`src/rtl/rv32i_types.sv`:
```
// Shared RV32I core types; cdb_entry_t is what a functional unit broadcasts on the CDB.
package rv32i_types;
    typedef struct packed {
        logic [4:0]  rob_idx;
        logic [4:0]  rd;
        logic [31:0] value;
    } cdb_entry_t;
endpackage

```
`src/rtl/fu_cdb_buffer.sv`:
```
// Per-FU writeback queue in front of the CDB arbiter: in-order results, pop on grant,
// full flush on branch mispredict, combinational stall that honours a same-cycle pop.
module fu_cdb_buffer
    import rv32i_types::*;
#(
    parameter int DEPTH = 4
) (
    input  logic                       clk,
    input  logic                       rst_n,
    input  logic                       fu_valid,
    input  cdb_entry_t                 fu_result,
    output logic                       fu_stall,
    output cdb_entry_t                 cdb_value,
    output logic                       fu_ready,
    input  logic                       select,
    input  logic                       branch_mispredict,
    output logic [$clog2(DEPTH+1)-1:0] count
);
    localparam int PW = $clog2(DEPTH);
    localparam int CW = $clog2(DEPTH+1);

    cdb_entry_t    mem [DEPTH];
    logic [PW-1:0] head;
    logic [PW-1:0] tail;
    logic          full;
    logic          empty;
    logic          push;
    logic          pop;

    assign full  = (count == CW'(DEPTH));
    assign empty = (count == '0);

    // A full buffer still accepts a push when the head leaves in the same cycle.
    assign pop  = select && !empty;
    assign push = fu_valid && (!full || pop);

    // Outputs depend only on registered state and select, never on fu_valid.
    assign fu_stall  = full && !select;
    assign fu_ready  = !empty;
    assign cdb_value = empty ? '0 : mem[head];

    always_ff @(posedge clk or negedge rst_n) begin
        if (!rst_n) begin
            head  <= '0;
            tail  <= '0;
            count <= '0;
        end else if (branch_mispredict) begin
            head  <= '0;
            tail  <= '0;
            count <= '0;
        end else begin
            if (pop)
                head <= head + PW'(1);
            if (push)
                tail <= tail + PW'(1);
            if (push && !pop)
                count <= count + CW'(1);
            else if (pop && !push)
                count <= count - CW'(1);
        end
    end

    // Storage carries no reset; stale slots are masked by empty.
    always_ff @(posedge clk) begin
        if (push && !branch_mispredict)
            mem[tail] <= fu_result;
    end
endmodule

```
`config.mk`:
```
export PLATFORM = sky130hd
export DESIGN_NAME = fu_cdb_buffer
export DESIGN_NICKNAME = d
export VERILOG_FILES = /design/src/rtl/rv32i_types.sv /design/src/rtl/fu_cdb_buffer.sv
export SDC_FILE = /design/constraint.sdc
export NUM_CORES = 1
export LEC_CHECK = 0
export BUFFER_PORTS_ARGS = -buffer_cell sky130_fd_sc_hd__buf_4
export CORE_MARGIN = 1
export CORE_UTILIZATION = 35
export DETAILED_ROUTE_END_ITERATION = 8
export GPL_ROUTABILITY_DRIVEN = 0
export PLACE_DENSITY = 0.61
export SLEW_MARGIN = 5
export SYNTH_ARGS = -nofsm -noshare
export SYNTH_HDL_FRONTEND = slang
export SYNTH_SLANG_ARGS = --single-unit
```
`constraint.sdc`:
```
create_clock -name clk -period 2.7 [get_ports clk]
set_input_delay 0.405 -clock clk [delete_from_list [all_inputs] [get_ports clk]]
set_output_delay 0.405 -clock clk [all_outputs]
set_load 0.01 [all_outputs]
```
== Word level (Yosys, flattened, before mapping) ==
Memory sizes are Yosys's and may differ from the RTL's.
Index checks and enable logic that the tools add are counted.

* Equal/unequal tests: 1
* $add $sub $neg: 4
* Multiplexer cells: 10
* Reductions and logical operators: 17

{| class="wikitable"
|+ Operators by type and width
! operator !! number
|-
| 42-bit 2-to-1 mux || 1
|-
| 3-bit 2-to-1 mux || 3
|-
| 2-bit 2-to-1 mux || 4
|-
| 1-bit logical AND || 6
|-
| 1-bit zero test || 6
|-
| 2-bit by 1-bit adder with 2-bit output (second input constant) || 2
|-
| 2-bit nonzero test || 2
|-
| 3-bit by 1-bit adder with 3-bit output (second input constant) || 1
|-
| 3-bit equality test (second input constant) || 1
|-
| 3-bit zero test || 1
|-
| 3-bit nonzero test || 1
|-
| 3-bit by 1-bit subtractor with 3-bit output (second input constant) || 1
|-
| 1-bit 2-to-1 mux || 2
|-
| 1-bit logical OR || 1
|}

* Input port bits: 47
* RAM bits: 168
* Memories kept: 1
* Flip-flop bits (word level): 7
* Logic and storage cells: 36
* Output and inout port bits: 47

{| class="wikitable"
|+ Memories
! memory !! words !! bits a word !! read ports !! clocked after Yosys merged registers in !! write ports !! RTL line !! text
|-
| mem || 4 || 42 || 1 || 0 || 1 || fu_cdb_buffer.sv:22 || <nowiki>cdb_entry_t mem [DEPTH];</nowiki>
|}

== Logic depth before layout (Yosys ltp) ==
* Word-level depth: 10
* Gate-level depth with buffers: 7
* Gate-level depth less buffers: 6

== Worst setup path before layout ==
Ideal clock, no wire load.

* Kind: in2reg
* Start point: in select
* End point: mem mem[0][0] in the netlist's numbering, enable pin
* Data required time: 2.297 ns
* Cell stages on the path: 4
* Buffers on the path: 1
* Path slack: 0.356 ns
* Setup time: 0.403 ns
* Data arrival time: 1.940 ns
* Cells stage by stage: buf_2 -> nor4b_4 -> nor3_1 -> and2_1

* Longest elaborated chain between the ends: 6

{| class="wikitable"
|+ Ends and longest elaborated chain
! element !! RTL line !! text
|-
| start, declared || fu_cdb_buffer.sv:15 || <nowiki>input logic select,</nowiki>
|-
| 1-bit logical AND || fu_cdb_buffer.sv:34 || <nowiki>assign pop = select && !empty;</nowiki>
|-
| 1-bit logical OR || fu_cdb_buffer.sv:35 || <nowiki>assign push = fu_valid && (!full || pop);</nowiki>
|-
| 1-bit logical AND || fu_cdb_buffer.sv:35 ||
|-
| 1-bit logical AND || fu_cdb_buffer.sv:65 || <nowiki>if (push && !branch_mispredict)</nowiki>
|-
| 1-bit 2-to-1 mux || fu_cdb_buffer.sv:65 ||
|-
| 1-bit 2-to-1 mux (implied by the code) || fu_cdb_buffer.sv:66 || <nowiki>mem[tail] <= fu_result;</nowiki>
|-
| end, declared || fu_cdb_buffer.sv:22 ||
|}

No other way between the ends.

==> impl_metrics.ini <==
[power]
p_leak_nw = 2.937
power.density_nw_per_um2 = 936.4
finalPower_mw = 8.042
irDropWorstVdd_mv = 0.4398

[sta]
finalSetupViolations = 0
rsz0062_at_grt = false
fin_crit_ns = 2.526
fin_worst_hold_slack_ns = 0.1822
max_freq_ghz = 0.3959
hold_viol = 0
min_period_over_period = 0.9354
fin_worst_skew_ns = 0.008142
max_slew_margin = 0.6820
maxSlewViolCount = 0
tightestPinTransition_ns = 0.4771
tns_ns = 0

[global_routing]
grt_antenna_before_repair = 0
grt_overflow_total = 0
grt_pass1_vias = 3710
grt_usage = 0.1400
grt_pass1_wl_mm = 20.44
grt_max_degree = 44

[logic_synthesis]
synth-compound-area-share = 0.01283
synth_top_family_by_area = multiplexers
muxShareOfSynthArea = 0.1421
yosysMostFrequentCell = edfxtp_1
synth_top_area_share = 0.7289
synth_ff_type = edfxtp_1
syn-cell-area_sq_um = 6922
synthArstFlopShare = 0.04000
synthTopCellsByCount = edfxtp_1 (168), and2_1 (46), mux4_2 (38)
yosysSeqAreaShare = 0.7542
synth.avg_cell_area_sq_um = 21.30
synth_fa_ha_area_frac = 0.01012
ys_seq_elements = 175
netlist_instances = 325
yosysTopAreaCell = edfxtp_1
synth_xor_area_frac = 0.003796
synth.area.top_cells = edfxtp_1 (73%), mux4_2 (12%), and2_1 (4.2%)
syn_nets = 377
synth-edff-count = 168
ys_warn_count = 0
ys_types = 34
synthSimpleGateAreaFrac = 0.05712

[setup_path]
cp-start-kind = register
path_cells = buf_12 > mux4_1 > and2_1 > buf_4
cpMaxStageDelayCell = mux4_1
critPathCaptureType = output pin
cp_max_fo = 19
arrival_ns = 2.12
slowest_delay_ns = 0.57
worstPathRequired_ns = 2.30
path_class = register to output pin

[floorplanning]
start_util = 0.3568
row_count = 51
dieArea_sq_um = 20340
die_x_um = 142.6
core_sq_um = 19400
die_h_um = 142.6
ios = 94

[finish]
fillers = 1699
fin_nets = 484
design_area_sq_um = 8588
syn_to_final_growth_pct = 24.08
diodes = 0
fin_util = 0.4427
drive_above_1_share = 0.4063

[placement]
place_area_sq_um = 7979
hpwl_mm = 7.951
io_buffers = 93

[clock_tree]
post-cts-setup-buffer-count = 0
htreeDepth = 4
cts_hold_buf = 1
clockBufferDepth = 2
postCtsResizedCells = 0
clock_latency_ns = 0.42
cts_tree = built
cts_sinks = 175
path_clk_slew_ns = 0.06
ctsRootBufferMaster = clkbuf_16
numCtsBuffers = 17

[route]
drt-total-wl_mm = 13.33
first_iter_violations = 141
vias = 3393
wl_per_cell_um = 18.82
drc = 0
drtPass1Iterations = 4
vias_per_cell = 4.792
antenna_left = 0

[hold_path]
min_path_type = input port to register

[run_status]
status = completed

[run]
drv_cap = 0
path summary, 6_finish.rpt:
kind / startpoint / to / depth (start not counted) / slack (ns)
setup / recovery: head[0] / cdb_value[1] / 4 / 0.17
hold / removal: fu_result[19] / mem[0][19] / 1 / 0.18
setup reg to reg: count[1] / count[2] / 6 / 0.54
hold reg to reg: tail[1] / tail[1] / 2 / 0.62
max in group asynchronous: rst_n / head[0] / 2 / 2.23
min in group asynchronous: rst_n / count[1] / 2 / 0.33
layer usage:
metal / up-vias / track usage / routed length (um)
met2: 76 / 0.2276 / 6604
met4: 0 / 0.04924 / 133
met1: 1788 / 0.1767 / 5985
met3: 10 / 0.04393 / 601
li1: 1519 / - / -
met5: - / 0 / 0
cell families (layout without fill, tap and decap cells):
| group | after synthesis | after routing |
|---|---|---|
| mux | 44 | 44 |
| flops | 175 | 175 |
| compound gates | 12 | 12 |
| buf+inv | 23 | 141 |
| xor+xnor | 3 | 3 |
| simple gates | 63 | 63 |
| fa+ha+maj | 5 | 5 |
through the flow:
stage               cells  setup slack, ns
global placement      677           0.5922
detailed placement    677           0.5590
finish                708           0.1744
CTS                   708           0.1194
global route          708          0.05417
floorplan             325           0.3564
power by group:
part	switching [mW]	leakage, nW	internal (mW)
Clock	0.961	0.288	1.53
Combinational	1.06	1.03	1.25
Sequential	0.122	1.62	3.11
Total	2.14	2.94	5.90
critical path, delay by kind of cell, from the launching register on:
family                 cells  cell delay (ns)
muxes                      1             0.57
DFF                        1             0.56
buffers and inverters      2             0.39
and+or+nand+nor            1             0.17
cell type report:
| class | count | area [sq um] | share of cell area |
|---|---|---|---|
| Clock buffer | 19 | 432.9 | 0.05041 |
| Clock inverter | 11 | 166.4 | 0.01938 |
| Inverter | 6 | 22.52 | 0.002622 |
| Multi-Input combinational cell | 127 | 1569 | 0.1827 |
| Sequential cell | 175 | 5225 | 0.6084 |
| Tap cell | 265 | 331.6 | 0.03861 |
| Timing Repair Buffer | 105 | 840.8 | 0.09790 |
registers in the layout (all words and copies together), names as in the netlist:
register and cells:
mem 168, count 3, head 2, tail 2
placed cells by master (no fill, tap or decap), drive strengths merged, types with 2 or more instances in the layout:
cell / count
edfxtp: 168
buf: 104
and2: 46
mux4: 42
clkbuf: 19
nor2: 8
inv: 7
dfrtp: 7
clkinv: 5
ha: 4
bufinv: 4
o21ai: 3
xor2: 2
a21oi: 2
mux2: 2
or3: 2
(Power assumes the default switching activity.)
